==> config.mk <==
export PLATFORM = sky130hd
export DESIGN_NAME = target_box_tracker
export DESIGN_NICKNAME = d
export VERILOG_FILES = /design/src/rtl/target_box_tracker.sv
export SDC_FILE = /design/constraint.sdc
export NUM_CORES = 1
export LEC_CHECK = 0
export CAP_MARGIN = 25
export CORE_ASPECT_RATIO = 1.1
export CORE_MARGIN = 2
export CORE_UTILIZATION = 35
export CTS_CLUSTER_DIAMETER = 80
export CTS_CLUSTER_SIZE = 25
export DETAILED_ROUTE_END_ITERATION = 10
export PLACE_DENSITY = 0.59
export SKIP_LAST_GASP = 1
export SYNTH_ARGS = -nofsm -noshare
export SYNTH_HDL_FRONTEND = slang
export SYNTH_SLANG_ARGS = --single-unit
==> constraint.sdc <==
create_clock -name clk -period 2.4 [get_ports clk]
set_input_delay 0.48 -clock clk [delete_from_list [all_inputs] [get_ports clk]]
set_output_delay 0.48 -clock clk [all_outputs]
set_load 0.05 [all_outputs]
==> src/rtl/target_box_tracker.sv <==
// ---------------------------------------------------------------------------
// target_box_tracker
//
// Per-frame bounding-box extractor. Each active pixel of the incoming video
// pack is classified against an RGB colour window (strong red, weak green and
// blue). The min/max x/y of matching pixels are accumulated across a frame.
// On every frame boundary (rising vsync) one box is published. The box then
// stays stable until the next publish.
//
// Ports:
//   clk        pixel clock, all logic on the rising edge
//   rst        synchronous, active-high reset
//   en         tracking enable, sampled only when a box is published
//   i_pack     video pack: [48] pclk (unused), [47] vsync, [46] hsync,
//              [45] de, [44:21] {r,g,b}, [20:10] x, [9:0] y
//   start_x/y  published top-left corner
//   end_x/y    published bottom-right corner (inclusive)
//   color      BOX_COLOR while box_valid, else 0
//   box_valid  published box is meaningful
//   pix_count  matching-pixel count of the last completed frame
//   frame_tick one-cycle pulse per publish
// ---------------------------------------------------------------------------
module target_box_tracker #(
  parameter int          H_ACT       = 1280,
  parameter int          V_ACT       = 720,
  parameter logic [7:0]  R_MIN       = 8'd160,
  parameter logic [7:0]  G_MAX       = 8'd80,
  parameter logic [7:0]  B_MAX       = 8'd80,
  parameter int          MIN_PIXELS  = 64,
  parameter int          HOLD_FRAMES = 3,
  parameter logic [23:0] BOX_COLOR   = 24'h00FF00,
  parameter int          CNT_W       = 20,
  localparam int         X_W         = $clog2(H_ACT),
  localparam int         Y_W         = $clog2(V_ACT)
) (
  input  logic             clk,
  input  logic             rst,
  input  logic             en,
  input  logic [48:0]      i_pack,
  output logic [X_W-1:0]   start_x,
  output logic [Y_W-1:0]   start_y,
  output logic [X_W-1:0]   end_x,
  output logic [Y_W-1:0]   end_y,
  output logic [23:0]      color,
  output logic             box_valid,
  output logic [CNT_W-1:0] pix_count,
  output logic             frame_tick
);

  // Wide enough to hold 0..HOLD_FRAMES. At least one bit is needed even when
  // HOLD_FRAMES is 0.
  localparam int MISS_W = (HOLD_FRAMES < 1) ? 1 : $clog2(HOLD_FRAMES + 1);
  localparam logic [MISS_W-1:0] MISS_MAX = MISS_W'(HOLD_FRAMES);
  localparam logic [CNT_W-1:0]  MIN_CNT  = CNT_W'(MIN_PIXELS);

  typedef enum logic [1:0] {
    WAIT_FRAME,
    ACCUM,
    PUBLISH
  } state_t;

  // -------------------------------------------------------------------------
  // Two-stage input pipeline
  // -------------------------------------------------------------------------
  logic [48:0]    p0;
  logic           p1_match;
  logic [X_W-1:0] p1_x;
  logic [Y_W-1:0] p1_y;
  logic           p1_vsync;
  logic           vsync_q;

  logic [7:0] p0_r, p0_g, p0_b;
  logic       match;

  assign p0_r  = p0[44:37];
  assign p0_g  = p0[36:29];
  assign p0_b  = p0[28:21];
  assign match = p0[45] && (p0_r >= R_MIN) && (p0_g <= G_MAX) && (p0_b <= B_MAX);

  // NOTE: sequential state is always written with non-blocking assignments,
  // so every register in a block samples pre-edge values, whatever the
  // statement order.
  always_ff @(posedge clk) begin
    if (rst) begin
      p0       <= '0;
      p1_match <= 1'b0;
      p1_x     <= '0;
      p1_y     <= '0;
      p1_vsync <= 1'b0;
      vsync_q  <= 1'b0;
    end else begin
      p0       <= i_pack;
      p1_match <= match;
      p1_x     <= p0[20:10];
      p1_y     <= p0[9:0];
      p1_vsync <= p0[47];
      vsync_q  <= p1_vsync;
    end
  end

  // A frame ends on the rising edge of the pipelined vsync.
  logic frame_end;
  assign frame_end = p1_vsync && !vsync_q;

  // -------------------------------------------------------------------------
  // Accumulators, FSM and registered outputs
  // -------------------------------------------------------------------------
  state_t            state;
  logic [X_W-1:0]    min_x, max_x;
  logic [Y_W-1:0]    min_y, max_y;
  logic [CNT_W-1:0]  cnt;
  logic [MISS_W-1:0] miss_cnt;

  // Next miss count for a failing frame. It saturates at HOLD_FRAMES.
  // Reaching HOLD_FRAMES drops the box.
  logic [MISS_W-1:0] miss_inc;
  logic              pass;
  logic              drop;

  assign miss_inc = (miss_cnt == MISS_MAX) ? miss_cnt : miss_cnt + 1'b1;
  assign pass     = en && (cnt >= MIN_CNT);
  assign drop     = !en || (miss_inc == MISS_MAX);

  always_ff @(posedge clk) begin
    if (rst) begin
      state      <= WAIT_FRAME;
      min_x      <= '1;
      min_y      <= '1;
      max_x      <= '0;
      max_y      <= '0;
      cnt        <= '0;
      miss_cnt   <= '0;
      start_x    <= '0;
      start_y    <= '0;
      end_x      <= '0;
      end_y      <= '0;
      color      <= '0;
      box_valid  <= 1'b0;
      pix_count  <= '0;
      frame_tick <= 1'b0;
    end else begin
      frame_tick <= 1'b0;
      case (state)
        // Throw away the partial frame that was in flight at reset.
        WAIT_FRAME: begin
          if (frame_end) begin
            min_x <= '1;
            min_y <= '1;
            max_x <= '0;
            max_y <= '0;
            cnt   <= '0;
            state <= ACCUM;
          end
        end

        // The frame edge takes priority. A pixel that matches on the edge
        // cycle is dropped, so it does not count toward either frame.
        ACCUM: begin
          if (frame_end) begin
            state <= PUBLISH;
          end else if (p1_match) begin
            if (p1_x < min_x) min_x <= p1_x;
            if (p1_x > max_x) max_x <= p1_x;
            if (p1_y < min_y) min_y <= p1_y;
            if (p1_y > max_y) max_y <= p1_y;
            if (cnt != '1) cnt <= cnt + 1'b1;
          end
        end

        PUBLISH: begin
          frame_tick <= 1'b1;
          pix_count  <= cnt;
          if (pass) begin
            start_x   <= min_x;
            start_y   <= min_y;
            end_x     <= max_x;
            end_y     <= max_y;
            color     <= BOX_COLOR;
            box_valid <= 1'b1;
            miss_cnt  <= '0;
          end else begin
            miss_cnt <= miss_inc;
            if (drop) begin
              start_x   <= '0;
              start_y   <= '0;
              end_x     <= '0;
              end_y     <= '0;
              color     <= '0;
              box_valid <= 1'b0;
            end
          end
          min_x <= '1;
          min_y <= '1;
          max_x <= '0;
          max_y <= '0;
          cnt   <= '0;
          state <= ACCUM;
        end

        default: state <= WAIT_FRAME;
      endcase
    end
  end

endmodule

### Word-level counts from Yosys, hierarchy flattened

Cells that the tools add are included.

* logic and storage cells: 104
* input bits: 52
* flip-flop bits (word level): 226
* output and inout bits: 88

* equality and inequality tests: 14
* add/subtract/negate cells: 2
* order comparisons: 8
* reduce and logical (&&, ||, !) cells: 18
* mux-type cells: 41

Operator list (number)
* 11-bit 2-to-1 mux: 11
* 10-bit 2-to-1 mux: 11
* 20-bit 2-to-1 mux: 4
* 11-bit case mux with 3 select lines: 2
* 10-bit case mux with 3 select lines: 2
* 20-bit case mux with 3 select lines: 1
* 24-bit 2-to-1 mux: 2
* 5-bit AND reduction: 5
* 20-bit by 1-bit adder with 20-bit output, second input constant: 1
* 20-bit by 7-bit greater-or-equal comparator with 1-bit output, second input constant: 1
* 20-bit inequality test, second input constant: 1
* 2-bit inequality test, second input constant: 9
* 8-bit by 7-bit less-or-equal comparator with 1-bit output, second input constant: 2
* 11-bit greater-than comparator: 1
* 11-bit less-than comparator: 1
* 10-bit greater-than comparator: 1
* 10-bit less-than comparator: 1
* 8-bit greater-or-equal comparator, second input constant: 1
* 2-bit 2-to-1 mux: 4
* 2-bit == test, second input constant: 3
* 2-bit case mux with 3 select lines: 1
* 1-bit logical AND: 5
* 2-bit AND reduction: 2
* 1-bit 2-to-1 mux: 3
* 7 further kinds: 8

### Logic depth before layout (Yosys ltp)

Gate-level depths: netlist of the first run.

* depth after elaboration: 6
* mapped depth: 9
* depth with buffers taken out: 8

### Worst setup path after synthesis of the first run

Ideal clock, no wire load.

* path type: in2reg
* start point: in rst
* end point: reg min_y[0]
* library setup time: 119 ps
* path buffers: 2
* setup slack: 440 ps
* stages: 7
* data required time: 2281 ps
* arrival time: 1841 ps
* cell sequence: buf_2 -> inv_1 -> nand3_2 -> or4_1 -> a21o_1 -> buf_2 -> o221a_2

RTL lines
* start: declaration: line 37 `input logic rst,`
* end signal: assignment: line 164 `if (p1_y < min_y) min_y <= p1_y;`
* end: declaration: line 110 `logic [Y_W-1:0] min_y, max_y;`

==> flow_summary.toml, run 1 <==
[sta]
rsz0062_at_grt = "no"
slew-limit-headroom_pct = 54.09
fin_worst_skew_ns = 0.01524
fin_tns_setup_ns = 0
fmax_mhz = 443.3
setup_slack_ns = 0.1441
post-route-period-util_pct = 93.99
finalSetupViolCount = 0
slew_viol_final = 0
finalCriticalPeriod_ns = 2.256
tightest_slew_ns = 0.6886
hold_viol = 0

[power_and_ir_drop]
swShare_pct = 24.48
p_int_w = 0.004835
peakVddDrop_v = 0.0004485
p_per_area_nw_per_um2 = 635.5
seq_power_share_pct = 52.0
finalPower_w = 0.006403
power.share.clock_pct = 42.8
power_frac_comb_pct = 5.2
power.switching_w = 0.001567
leakage_nw = 3.945

[floorplanning]
core_area_um2 = 22710
io-pin-count = 140
die_h_um = 163.1
fp.dieArea_um2 = 24230
row_count = 58
initial_utilization_pct = 35.45
die_w_um = 148.6

[clocking]
clock_latency_ns = 0.44
cts_root_buffer = "clkbuf_16"
clock-sinks = 196
clk_pin_slew_ns = 0.07
cts_tree = "done"
clock_path_buffers = 2
hold_buffers = 0
cts_buffers = 17
cts_max_level = 4
cts_resized = 0
post_cts_buffers = 0

[detailed_routing]
wl_um = 17960
drt_iter0_drc = 267
dr.pass1.iters = 5
drc_errors = 0
vias = 6151
via_per_inst = 4.735
antenna_left = 0
avgRoutedWirePerCell_um = 13.83

[worst_setup_path]
crit_path_max_incr_delay_ns = 0.87
worst_ep_required_time_ns = 1.92
end_kind = "output pin"
path_max_fanout = 10
worstSetupPathType = "flip-flop to output pin"
start_kind = "flip-flop"
arrival_ns = 1.78
slowest_stage = "clkdlybuf4s50_1"
crit_chain = "clkdlybuf4s50_1"
cp_num_buf_inv = 1
cpLargestDelayFamily = "buffers and inverters"

[placed_design]
dp_slack_ns = 0.2665
dpl.hpwl_um = 12340
portBuffers = 116
placed_area_um2 = 9517
place_congestion = 0.8175

[cells_and_area]
multiInputGateArea_um2 = 3636
antenna_cells = 0
layout_common_cells = "dfxtp_1, clkdlybuf4s50_1, nor2_1, nand2_1, nor2b_1"
nets = 1081
drive_above_1_share_pct = 8.008
utilization_pct = 44.35
syn_to_final_growth_pct = 25.13
fill_cells = 2206
layout_commonest_cell = "dfxtp_1"
regArea_um2 = 3924
fin_area_um2 = 10070

[logic_synthesis]
synth_edf_count = 0
yosysWarnings = 0
synth_area_leaders = "dfxtp_1, ha_1, nor2b_1"
synth_area_leader_cell = "dfxtp_1"
avgSynthCellArea_um2 = 9.149
yosys_most_used_dff = "dfxtp_1"
synth-seq-area-share_pct = 48.73
synthArstFlopShare_pct = 0
syn_area_um2 = 8051
synth_top_area_share_pct = 48.73
yosysUniqueCellTypes = 54
synthCells = 880
ys_ff_latch = 196

[global_route]
grt_util_all_layers_pct = 15.11
grt_overflow = 0
antenna_found_initial = 0
grt_max_degree = 62
grt_pass1_vias = 5911
grt_pass1_wl_um = 29340

[min_path]
min_path_type = "flip-flop to flip-flop"

[run]
cap_violations = 0

[status]
outcome = "finished, final reports clean"
[synthesized netlist by cell type (5+ instances only)]
library cell,instances
nor4_1,5
buf_2,12
dfxtp_1,196
buf_4,24
a21oi_1,45
o22a_1,9
xnor2_1,13
inv_1,49
nor2_1,101
nor2b_1,68
nor3_1,10
ha_1,42
nand2_1,97
and3_1,5
mux2i_1,32
nand4_1,14
o21ai_0,12
o221a_2,8
nand3_1,13
a22oi_1,42
a21o_1,5
clkbuf_1,33
[registers in the layout, summed over array words and instances (netlist names)]
register and cells:
p1_match 1, p1_vsync 1, max_y 10, cnt 20, p1_y 10, p0 42, start_x 11, end_y 10
state 2, vsync_q 1, end_x 11, min_y 10, frame_tick 1, color 1, pix_count 20, start_y 10
p1_x 11, min_x 11, max_x 11, miss_cnt 2
[logic make-up (layout without fill, tap and decap cells)]
logic type | count (synthesis) | in the layout | synth area share [%]
AO/OA/AOI/OAI | 142 | 142 | 12.26
XOR/XNOR | 16 | 16 | 1.741
adder cells (fa/ha/maj) | 42 | 42 | 6.527
buffers and inverters | 121 | 225 | 6.946
flip-flops | 196 | 196 | 48.73
multiplexers | 32 | 32 | 3.978
other | 1 | 16 | 0.04658
AND/OR/NAND/NOR | 330 | 330 | 19.77
[layer usage]
metal / global-route usage, % / routed length [um] / vias up / share of wire (%)
met2: 25.80 / 8698 / 133 / 48
met5: 0 / 0 / - / 0
met4: 4.459 / 221 / 0 / 1.2
li1: - / - / 3149 / -
met3: 3.240 / 733 / 17 / 4.1
met1: 19.21 / 8308 / 2852 / 46
[power groups by stage]
stage                     clock [W]  sequential (W)  combinational (W)
after floorplan                   0         0.00340           0.000228
after global placement            0         0.00341           0.000335
after detailed placement          0         0.00341           0.000336
after CTS                   0.00282         0.00333           0.000338
after global routing        0.00295         0.00334           0.000368
final                       0.00274         0.00333           0.000333
[stage by stage]
| stage | hold slack (ns) | cells |
|---|---|---|
| floorplan | 0.4138 | 895 |
| global placement | 0.4188 | 1268 |
| detailed placement | 0.4204 | 1268 |
| CTS | 0.4396 | 1299 |
| global route | 0.4520 | 1299 |
| finish | 0.4368 | 1299 |
[layout make-up]
| cell class | instances | share of cell area, % |
|---|---|---|
| sequential | 196 | 38.95 |
| multi-input combinational | 578 | 36.09 |
| timing repair buffer | 144 | 13.84 |
| clock buffer | 18 | 4.359 |
| tap | 300 | 3.726 |
| inverter | 50 | 1.863 |
| clock inverter | 13 | 1.180 |
[path summary, 6_finish.rpt]
path	from	endpoint	slack, ns	cells after the start
worst max-delay path	color[14]	color[15]	0.14	1
worst max register to register	max_x[4]	max_x[10]	0.27	8
worst min-delay path	p0[6]	p1_y[6]	0.44	1
worst min register to register	p0[6]	p1_y[6]	0.44	1
Power figures use the tool's default switching activity.
==> inputs of run 2 (changes only) <==
Settings changed: SKIP_CTS_REPAIR_TIMING set to 1.
Clock period 2.4 ns to 2.5 ns, I/O delays scaled along.
==> run 2 against run 1 <==
Via count is 1.0% lower. Setup slack better by 0.084 ns. Core utilization is 0.12 points higher. Critical path depth stayed put. Wire length is 1.8% lower. Clock skew is 0.0042 ns lower. Combinational power is 7.2% lower. Sequential cell count stayed put. Final area is 0.26% higher. Non-clock buffer count is 7 lower.
==> flow_summary.toml, run 2 (synthesized netlist as in run 1, its figures left out) <==
[status]
outcome = "finished, final reports clean"

[global_route]
grt_pass1_vias = 5747
grt_pass1_wl_um = 29040
grt_max_degree = 96
antenna_found_initial = 0
grt_util_all_layers_pct = 15.02
grt_overflow = 0

[sta]
finalCriticalPeriod_ns = 2.272
tightest_slew_ns = 0.9356
fmax_mhz = 440.1
fin_worst_skew_ns = 0.01103
rsz0062_at_grt = "no"
fin_tns_setup_ns = 0
finalSetupViolCount = 0
slew-limit-headroom_pct = 37.63
hold_viol = 0
post-route-period-util_pct = 90.89
slew_viol_final = 0

[placed_design]
dpl.hpwl_um = 12060
place_congestion = 0.7922
dpl.cell_count = 1261
portBuffers = 116

[run]
cap_violations = 0

[clocking]
clk_pin_slew_ns = 0.07
clock_latency_ns = 0.43
cts_root_buffer = "clkbuf_16"
cts_max_level = 4
cts_buffers = 17
clock_path_buffers = 2
clock-sinks = 196
cts_tree = "done"

[cells_and_area]
nets = 1074
largest_register_ffs = 42
layout_common_cells = "dfxtp_1, clkdlybuf4s50_1, nor2_1, nand2_1, nor2b_1"
instances_no_fill = 1293
layout_commonest_cell = "dfxtp_1"
top_regs = "p0 x42, cnt x20, pix_count x20"
antenna_cells = 0
drive_above_1_share_pct = 7.452
syn_to_final_growth_pct = 25.45
regMostFlops = "p0"

[min_path]
hold_depth = 1
min_path_type = "flip-flop to flip-flop"

[power_and_ir_drop]
seq_power_share_pct = 49.6
power.switching_w = 0.001446
power_frac_comb_pct = 4.8
p_int_w = 0.005015
swShare_pct = 22.39
p_per_area_nw_per_um2 = 639.7
finalPower_w = 0.006461
peakVddDrop_v = 0.0004323
power.share.clock_pct = 45.6
leakage_nw = 3.940

[worst_setup_path]
cp_num_buf_inv = 1
worstSetupPathType = "flip-flop to output pin"
rr_worst_depth = 7
cpLargestDelayFamily = "buffers and inverters"
r2r_setup_slack_ns = 0.41
crit_chain = "clkdlybuf4s50_1"
worst_ep_required_time_ns = 2.00
slowest_stage = "clkdlybuf4s50_1"
start_kind = "flip-flop"
worst-path-stages = 1
crit_path_max_incr_delay_ns = 0.87
end_kind = "output pin"
arrival_ns = 1.77
path_max_fanout = 10

[detailed_routing]
antenna_left = 0
wl_um = 17640
avgRoutedWirePerCell_um = 13.64
drt_iter0_drc = 327
via_per_inst = 4.708
vias = 6088
drc_errors = 0
dr.pass1.iters = 4

[floorplanning]
fp.dieArea_um2 = 24230
row_count = 58
die_w_um = 148.6
initial_utilization_pct = 35.45
die_h_um = 163.1
io-pin-count = 140
core_area_um2 = 22710
run 2: final cells by class:
class | count | area, um2
tap | 300 | 375.4
timing repair buffer | 137 | 1341
inverter | 50 | 187.7
clock buffer | 18 | 439.2
fill | 2235 | 12610
clock inverter | 14 | 197.7
multi-input combinational | 578 | 3636
sequential | 196 | 3924
run 2: path summary, 6_finish.rpt:
kind,end,start
worst max-delay path,color[15],color[14]
worst max register to register,cnt[9],cnt[0]
worst min-delay path,p1_x[6],p0[16]
worst min register to register,p1_x[6],p0[16]
run 2: metal layers:
| metal | track usage, % | vias up | wire (um) |
|---|---|---|---|
| met5 | 0 | - | 0 |
| met4 | 5.584 | 0 | 289 |
| met3 | 2.458 | 21 | 583 |
| met2 | 25.04 | 116 | 8354 |
| met1 | 19.61 | 2811 | 8411 |
| li1 | - | 3140 | - |
run 2: per-stage QoR:
step                      setup WS [ns]  utilization (%)  hold WS (ns)  area [um2]
after floorplan                  0.5198                -        0.4138        8108
after detailed placement         0.4145            41.67        0.4223        9464
after CTS                        0.1888            44.47        0.4342       10100
final                            0.2277            44.47        0.4371       10100
after global placement           0.4419            41.67        0.4213        9464
after global routing             0.1467            44.47        0.4429       10100
run 2: power groups by stage:
stage / Clock, W / Sequential, W / Combinational [W]
2_1_floorplan: 0 / 0.00326 / 0.000219
3_3_place_gp: 0 / 0.00328 / 0.000310
3_5_place_dp: 0 / 0.00328 / 0.000313
4_1_cts: 0.00304 / 0.00320 / 0.000314
5_1_grt: 0.00317 / 0.00321 / 0.000346
6_report: 0.00295 / 0.00320 / 0.000309
==> inputs of run 3 (changes only) <==
Settings changed: CORE_ASPECT_RATIO 1.1 to unset.
==> run 3 against run 2 <==
Maximum frequency is 0.28% higher. Final area is 0.84% lower. Sequential cell count stayed put. Non-clock buffer count is 1 higher. Cell count is 1.1% lower. First-iteration DRC count is 13% lower. Clock power is 13% lower. Sequential power hardly changed. Setup slack better by 0.0063 ns.
==> flow_summary.toml, run 3 (synthesized netlist as in run 1, its figures left out) <==
[cells_and_area]
utilization_pct = 44.24
largest_register_ffs = 42
antenna_cells = 0
top_regs = "p0 x42, cnt x20, pix_count x20"
nets = 1075
layout_common_cells = "dfxtp_1, clkdlybuf4s50_1, nor2_1, nand2_1, nor2b_1"
instances_no_fill = 1279
fill_cells = 2232
layout_commonest_cell = "dfxtp_1"
syn_to_final_growth_pct = 24.40
regMostFlops = "p0"
drive_above_1_share_pct = 7.545

[min_path]
holdPathEnd = "p1_y[2]"
min_path_type = "flip-flop to flip-flop"
hold_depth = 1
min_from = "p0[2]"

[global_route]
grt_pass1_vias = 5748
antenna_found_initial = 0
grt_overflow = 0
grt_max_degree = 66
grt_pass1_wl_um = 29070
grt_util_all_layers_pct = 14.98

[worst_setup_path]
cpLargestDelayFamily = "buffers and inverters"
end_kind = "output pin"
r2r_setup_slack_ns = 0.41
slowest_stage = "clkdlybuf4s50_1"
crit_path_max_incr_delay_ns = 0.86
worst_ep_required_time_ns = 2.00
rr_worst_depth = 6
cp_num_buf_inv = 1
start_kind = "flip-flop"
crit_chain = "clkdlybuf4s50_1"
r2r_end = "cnt[0]"
rr_startpoint = "cnt[0]"
arrival_ns = 1.77
path_max_fanout = 10
worstSetupPathType = "flip-flop to output pin"

[clocking]
clock_latency_ns = 0.43
cts_tree = "done"
cts_root_buffer = "clkbuf_16"
cts_buffers = 17
clk_pin_slew_ns = 0.07
clock-sinks = 196
clock_path_buffers = 2
cts_max_level = 4

[placed_design]
dpl.hpwl_um = 12170
portBuffers = 116
dpl.cell_count = 1247
place_congestion = 0.8143

[floorplanning]
row_count = 55
fp.dieArea_um2 = 24230
initial_utilization_pct = 35.56
io-pin-count = 140
die_w_um = 155.7
core_area_um2 = 22640
die_h_um = 155.7

[detailed_routing]
vias = 6107
drt_iter0_drc = 284
dr.pass1.iters = 5
wl_um = 17470
via_per_inst = 4.775
drc_errors = 0
antenna_left = 0
avgRoutedWirePerCell_um = 13.66

[sta]
hold_ws_ns = 0.4365
finalCriticalPeriod_ns = 2.266
rsz0062_at_grt = "no"
post-route-period-util_pct = 90.64
slew_viol_final = 0
fmax_mhz = 441.3
fin_tns_setup_ns = 0
tightest_slew_ns = 0.6566
hold_viol = 0
finalSetupViolCount = 0
slew-limit-headroom_pct = 56.23
fin_worst_skew_ns = 0.01060

[power_and_ir_drop]
leakage_nw = 3.921
peakVddDrop_v = 0.0004044
p_per_area_nw_per_um2 = 609.0
finalPower_w = 0.006099

[run]
cap_violations = 0

[status]
outcome = "finished, final reports clean"
==> run 3: cell types whose count changed in the layout (fill, tap and decap cells not counted), sizes merged <==
cell	before	now
inv	53	59
bufinv	4	0
clkinvlp	5	3
buf	22	23
==> run 3: area by class of cell <==
type / count / area [um2] / area share, %
timing repair buffer: 138 / 1361 / 13.59
clock inverter: 14 / 111.4 / 1.112
inverter: 50 / 187.7 / 1.874
sequential: 196 / 3924 / 39.18
clock buffer: 18 / 439.2 / 4.385
tap: 285 / 356.6 / 3.560
multi-input combinational: 578 / 3636 / 36.30
==> run 3: power breakdown <==
group          total [W]  switching (W)  internal [W]
combinational   0.000316       0.000183      0.000132
sequential       0.00320      0.0000273       0.00317
clock            0.00258        0.00126       0.00133
==> run 3: metrics by stage <==
stage	worst slack (ns)	area [um2]
after floorplan	0.5198	8108
after global placement	0.4432	9465
after detailed placement	0.4456	9465
after CTS	0.1987	10020
after global routing	0.1446	10020
final	0.2341	10020
==> run 3: worst max-delay path by stage <==
| stage | startpoint | end | depth (start not counted) |
|---|---|---|---|
| 2_1_floorplan | rst | min_y[0] | 7 |
| 3_3_place_gp | cnt[0] | cnt[0] | 6 |
| 3_5_place_dp | cnt[0] | cnt[0] | 6 |
| 4_1_cts | color[14] | color[12] | 1 |
| 5_1_grt | color[14] | color[15] | 1 |
| 6_report | color[14] | color[12] | 1 |
==> run 3: routing by layer <==
layer	wire (um)	vias up	global-route usage, %
li1	-	3139	-
met1	8251	2831	19.19
met2	8376	119	25.39
met3	591	18	2.972
met4	245	0	4.849
met5	0	-	0
==> run 3: worst reg2reg max path, cell delays in order (launching register included) <==
cell and delay (ns):
dfxtp_1 0.48, ha_1 0.26, inv_1 0.09, or4_4 0.53
o21ai_4 0.26, nand2_1 0.15, a22o_1 0.22
